--- src/rtl/mskaes_128bits_input_loader.sv ---
// Input loader for the masked AES-128 core: gathers 32-bit shared words into full key/plaintext sharings.
// Optional feature macro MSKAES_LOADER_KEY_REUSE_EN adds in_key_reuse to keep the key across transactions.
module mskaes_128bits_input_loader #(
  parameter int d = 2
) (
  input  logic                 clk,
  input  logic                 nrst,
  input  logic                 in_valid,
  output logic                 in_ready,
  input  logic [32*d-1:0]      in_data,
  input  logic                 in_abort,
`ifdef MSKAES_LOADER_KEY_REUSE_EN
  input  logic                 in_key_reuse,
`endif
  input  logic                 core_ready,
  output logic                 core_valid,
  output logic [128*d-1:0]     core_sh_plaintext,
  output logic [128*d-1:0]     core_sh_key,
  output logic                 busy
);

  localparam int WW = 32 * d;
  localparam int SW = 128 * d;

  typedef enum logic [1:0] {
    LOAD_KEY = 2'd0,
    LOAD_PT  = 2'd1,
    ISSUE    = 2'd2
  } state_t;

  state_t          state_r, state_s;
  logic [1:0]      wcnt_r, wcnt_s;
  logic [SW-1:0]   key_r, key_s;
  logic [SW-1:0]   pt_r, pt_s;
  logic            key_loaded_r, key_loaded_s;
  logic            accept_s, fetch_s, keep_key_s, retain_s;

  // keep_key_s: key survives a handoff; retain_s: key survives an abort
`ifdef MSKAES_LOADER_KEY_REUSE_EN
  assign keep_key_s = in_key_reuse & key_loaded_r;
  assign retain_s   = key_loaded_r;
`else
  assign keep_key_s = 1'b0;
  assign retain_s   = 1'b0;
`endif

  // Next-state, word routing and handshake decode
  always_comb begin
    state_s      = state_r;
    wcnt_s       = wcnt_r;
    key_s        = key_r;
    pt_s         = pt_r;
    key_loaded_s = key_loaded_r;
    in_ready     = (state_r != ISSUE) && !in_abort;
    fetch_s      = (state_r == ISSUE) && core_ready;
    accept_s     = in_valid && in_ready;
    // An abort loses to a handoff that the core has already accepted
    if (in_abort && !fetch_s) begin
      wcnt_s = 2'd0;
      pt_s   = {SW{1'b0}};
      if (retain_s) begin
        state_s = LOAD_PT;
      end else begin
        key_s        = {SW{1'b0}};
        key_loaded_s = 1'b0;
        state_s      = LOAD_KEY;
      end
    end else begin
      case (state_r)
        LOAD_KEY: begin
          if (accept_s) begin
            key_s[int'(wcnt_r)*WW +: WW] = in_data;
            wcnt_s = wcnt_r + 2'd1;
            if (wcnt_r == 2'd3) begin
              key_loaded_s = 1'b1;
              state_s      = LOAD_PT;
            end else begin
              state_s = LOAD_KEY;
            end
          end else begin
            state_s = LOAD_KEY;
          end
        end
        LOAD_PT: begin
          if (accept_s) begin
            pt_s[int'(wcnt_r)*WW +: WW] = in_data;
            wcnt_s = wcnt_r + 2'd1;
            if (wcnt_r == 2'd3) begin
              state_s = ISSUE;
            end else begin
              state_s = LOAD_PT;
            end
          end else begin
            state_s = LOAD_PT;
          end
        end
        ISSUE: begin
          if (fetch_s) begin
            pt_s = {SW{1'b0}};
            if (keep_key_s) begin
              state_s = LOAD_PT;
            end else begin
              key_s        = {SW{1'b0}};
              key_loaded_s = 1'b0;
              state_s      = LOAD_KEY;
            end
          end else begin
            state_s = ISSUE;
          end
        end
        default: begin
          state_s      = LOAD_KEY;
          wcnt_s       = 2'd0;
          key_s        = {SW{1'b0}};
          pt_s         = {SW{1'b0}};
          key_loaded_s = 1'b0;
        end
      endcase
    end
  end

  // State and share registers with synchronous active-low reset
  always_ff @(posedge clk) begin
    if (!nrst) begin
      state_r      <= LOAD_KEY;
      wcnt_r       <= 2'd0;
      key_r        <= {SW{1'b0}};
      pt_r         <= {SW{1'b0}};
      key_loaded_r <= 1'b0;
    end else begin
      state_r      <= state_s;
      wcnt_r       <= wcnt_s;
      key_r        <= key_s;
      pt_r         <= pt_s;
      key_loaded_r <= key_loaded_s;
    end
  end

  // Core-facing outputs come straight from registers, gated to zero outside ISSUE
  assign core_valid        = (state_r == ISSUE);
  assign core_sh_key       = core_valid ? key_r : {SW{1'b0}};
  assign core_sh_plaintext = core_valid ? pt_r : {SW{1'b0}};
  assign busy              = (state_r != LOAD_KEY) || (wcnt_r != 2'd0);

endmodule

--- config.mk ---
export PLATFORM = sky130hd
export DESIGN_NAME = mskaes_128bits_input_loader
export DESIGN_NICKNAME = d
export VERILOG_FILES = /design/src/rtl/mskaes_128bits_input_loader.sv
export SDC_FILE = /design/constraint.sdc
export NUM_CORES = 1
export LEC_CHECK = 0
export CORE_AREA = 2 2 225 227
export CTS_BUF_LIST = sky130_fd_sc_hd__clkbuf_4 sky130_fd_sc_hd__clkbuf_8
export CTS_CLUSTER_SIZE = 14
export DETAILED_ROUTE_END_ITERATION = 10
export DIE_AREA = 0 0 227 229
export PLACE_DENSITY = 0.74
export SLEW_MARGIN = 0
export SYNTH_ARGS = -nofsm -noshare
export SYNTH_HDL_FRONTEND = slang
export SYNTH_SLANG_ARGS = --single-unit
--- constraint.sdc ---
create_clock -name clk -period 3.1 [get_ports clk]
set_clock_uncertainty 0.2 [all_clocks]
set_input_delay 0.31 -clock clk [delete_from_list [all_inputs] [get_ports clk]]
set_output_delay 0.31 -clock clk [all_outputs]
set_load 0.05 [all_outputs]
==> reports/qor.csv <==
stage,metric,value,unit
critical_path,reg-to-reg critical path endpoint,pt_r[139]$_SDFFE_PP0P_,
floorplanning,FP Rows,82,
clocking,H-tree depth,3,
pwr,Pwr Density,398,nW/µm²
critical_path,reg2reg setup slack,360,ps
clocking,CTS tree,built,
logic_synthesis,XOR/XNOR Fraction of Synth Area,0,%
cells_and_area,"commonest non-fill, non-tap cell in the layout",buf_12,
cells_and_area,layout cells sized above 1,25.4,%
worst_hold_path,Min-Delay Path Depth,3,
placement,RD Place Congestion,0.847,
timing,setup TNS,0,ps
floorplanning,die width,227,µm
logic_synthesis,largest family of logic cells by synthesized area,simple AND/OR/NAND/NOR gates,
timing,slew margin rel.,42.8,%
logic_synthesis,Syn Area/Cell,8.78,µm²
floorplanning,core area,49700,µm²
logic_synthesis,Post-Synthesis Cell Area,21800,µm²
critical_path,Worst EP required,2590,ps
pwr,Max rail drop VDD,0.280,mV
critical_path,CP Launch Type,register,
clocking,Root Buffer,clkbuf_8,
global_route,initial antenna violation count,1,
clocking,"Setup Fix Bufs, Post-CTS",0,
routing,Remaining DRCs,0,
timing,fmax,338,MHz
floorplanning,io pins,584,
global_route,grt ovf,0,
cells_and_area,Fillers,3455,
clocking,clock latency on the worst-skew pair,670,ps
critical_path,CP Capture Type,output pin,
worst_hold_path,Hold EP,key_r[255]$_SDFFE_PP0P_,
logic_synthesis,number of synthesized flops with an enable pin,0,
timing,Worst-Margin Slew,858,ps
logic_synthesis,synthesized flop and latch total,516,
run,Max Cap Viol,0,
critical_path,worst r2r src,wcnt_r[0]$_SDFFE_PP0P_,
floorplanning,Die ar.,52000,µm²
logic_synthesis,synth warn,0,
logic_synthesis,Cell variety after synth,35,
worst_hold_path,Hold/Removal Path Class,primary input to register,
timing,fin crit period,2950,ps
routing,DRT iter0 DRCs,2169,
logic_synthesis,Mapped Nets,2559,
critical_path,WP data arrival,2440,ps
run_status,status,finished clean,
routing,Antenna Nets Post-Route,0,
placement,Post-DP HPWL,55200,µm
timing,"Slew Viols, Final",0,
clocking,number of clock sinks,516,
clocking,CTS Buf Count,83,
floorplanning,Starting Density,43.9,%
cells_and_area,nets,2980,
worst_hold_path,hold wc startpoint,nrst,
timing,fin crit share,95.3,%
global_route,Total GRT Usage,31.5,%
placement,PortBufs,583,
timing,Setup Viol. Count Final,0,
critical_path,worst-path fanout max,8,
critical_path,r2r worst-path depth,7,
cells_and_area,Final Util,70.0,%
cells_and_area,most frequent cells in the layout,"buf_12, dfxtp_1, and2_1",
clocking,clock slew at reported path FFs,60,ps
logic_synthesis,mux cell area share after synthesis,0.0459,%
logic_synthesis,ys flop type,dfxtp_1,
logic_synthesis,simple-gate share of the synthesized area,26.0,%
routing,Post-Route WL,84300,µm
clocking,maximum clock insertion buffer count,3,
cells_and_area,Multi-input gate area,9940,µm²
floorplanning,Die Ht,229,µm
logic_synthesis,Syn Inst Count,2485,
routing,Detailed Routing Iterations Pass 1,7,
routing,Vias per Instance,5.86,
global_route,vias in the first global route,20923,
critical_path,Setup CP Type,register to output pin,
cells_and_area,FF+latch area,10300,µm²
logic_synthesis,asr flop ratio synth,0,%
routing,routed len/inst,23.2,µm
timing,RSZ-0062 raised after global routing,no,
global_route,first-pass GRT wire length,127000,µm
logic_synthesis,post-synthesis compound-gate area fraction,18.9,%
logic_synthesis,adder-cell area share of the yosys netlist,0.287,%
timing,Final Hold Viols,0,
routing,DR vias,21336,
logic_synthesis,sequential area share after synthesis,47.3,%
cells_and_area,"Area growth, synth to finish",59.4,%
global_route,pin count of the biggest net entering global routing,128,
pwr,LEAKAGE,12.5,nW
-- cell usage after synthesis, types with 3 or more instances --
cell type	count	area [µm²]
dfxtp_1	516	10300
and2_1	512	3200
nor2_1	456	1710
a22oi_1	258	1940
a32oi_1	192	1680
buf_2	151	756
clkbuf_1	112	420
nand2_1	66	248
a21oi_1	64	320
nand3_1	64	320
buf_4	30	225
buf_6	18	203
and4bb_2	5	62.6
ha_1	5	62.6
buf_1	4	15.0
inv_1	4	15.0
and4b_1	3	30.0
nand2b_1	3	18.8
o22ai_4	3	60.1
-- how the worst max path moves through the flow --
stage	slack, ps	startpoint	endpoint	depth (start not counted)
floorplan	560	state_r[0]$_SDFF_PP0_	in_ready	7
global placement	530	in_abort	pt_r[139]$_SDFFE_PP0P_	7
detailed placement	370	wcnt_r[0]$_SDFFE_PP0P_	pt_r[172]$_SDFFE_PP0P_	7
CTS	5	state_r[0]$_SDFF_PP0_	core_sh_plaintext[103]	5
global route	60	state_r[0]$_SDFF_PP0_	core_sh_key[124]	5
finish	150	wcnt_r[0]$_SDFFE_PP0P_	busy	4
-- layer usage --
metal	up-vias	part of all wire [%]	track usage, %
li1	9372	-	-
met1	10428	37	37.9
met2	1269	47	50.4
met3	267	10	8.86
met4	0	5.7	18.2
met5	-	0	0
-- per-stage QoR --
stage / power, mW / cell area, µm² / setup WS, ps / hold WS [ps] / instances
2_1_floorplan: 7.16 / 21800 / 557 / 227 / 2485
6_report: 13.8 / 34800 / 146 / 233 / 3642
4_1_cts: 13.9 / 34800 / 4.88 / 178 / 3641
5_1_grt: 14.2 / 34800 / 60.2 / 229 / 3642
3_5_place_dp: 7.38 / 32900 / 369 / 236 / 3493
3_3_place_gp: 7.37 / 32900 / 525 / 230 / 3493
-- final cells by class --
type	instances	area share, %
Antenna cell	1	0.00719
Clock buffer	124	4.58
Clock inverter	24	0.788
Inverter	4	0.119
Multi-Input combinational cell	1650	28.6
Sequential cell	516	29.7
Tap cell	672	2.42
Timing Repair Buffer	651	33.8
-- sequential cells by signal, summed over array words and instances, names as in the netlist --
register	flops
key_r	256
wcnt_r	2
state_r	2
pt_r	256
-- worst max-delay path, stage by stage, from the launching register on --
cell and delay (ps):
dfxtp_1 500, inv_1 160, ha_1 380, nand2_1 170
dlygate4sd2_1 570
-- where the power goes --
| group | switching, mW | total, mW | internal [mW] | leakage, nW |
|---|---|---|---|---|
| combinational | 0.429 | 0.598 | 0.170 | 7.37 |
| sequential | 0.0101 | 6.66 | 6.65 | 4.16 |
| clock | 2.86 | 6.59 | 3.72 | 0.965 |
| total | 3.30 | 13.8 | 10.5 | 12.5 |
-- kinds of logic after synthesis --
logic type                 count (synthesis)
DFF                                      516
buffers and inverters                    319
muxes                                      1
and+or+nand+nor                         1117
adders and majority gates                  5
AOI/OAI and AO/OA                        527
-- repair_timing --
item,CTS,global route
setup endpoints to repair,33,92
hold buffers,0,0
resized for setup,2,2
(Power assumes the default switching activity.)
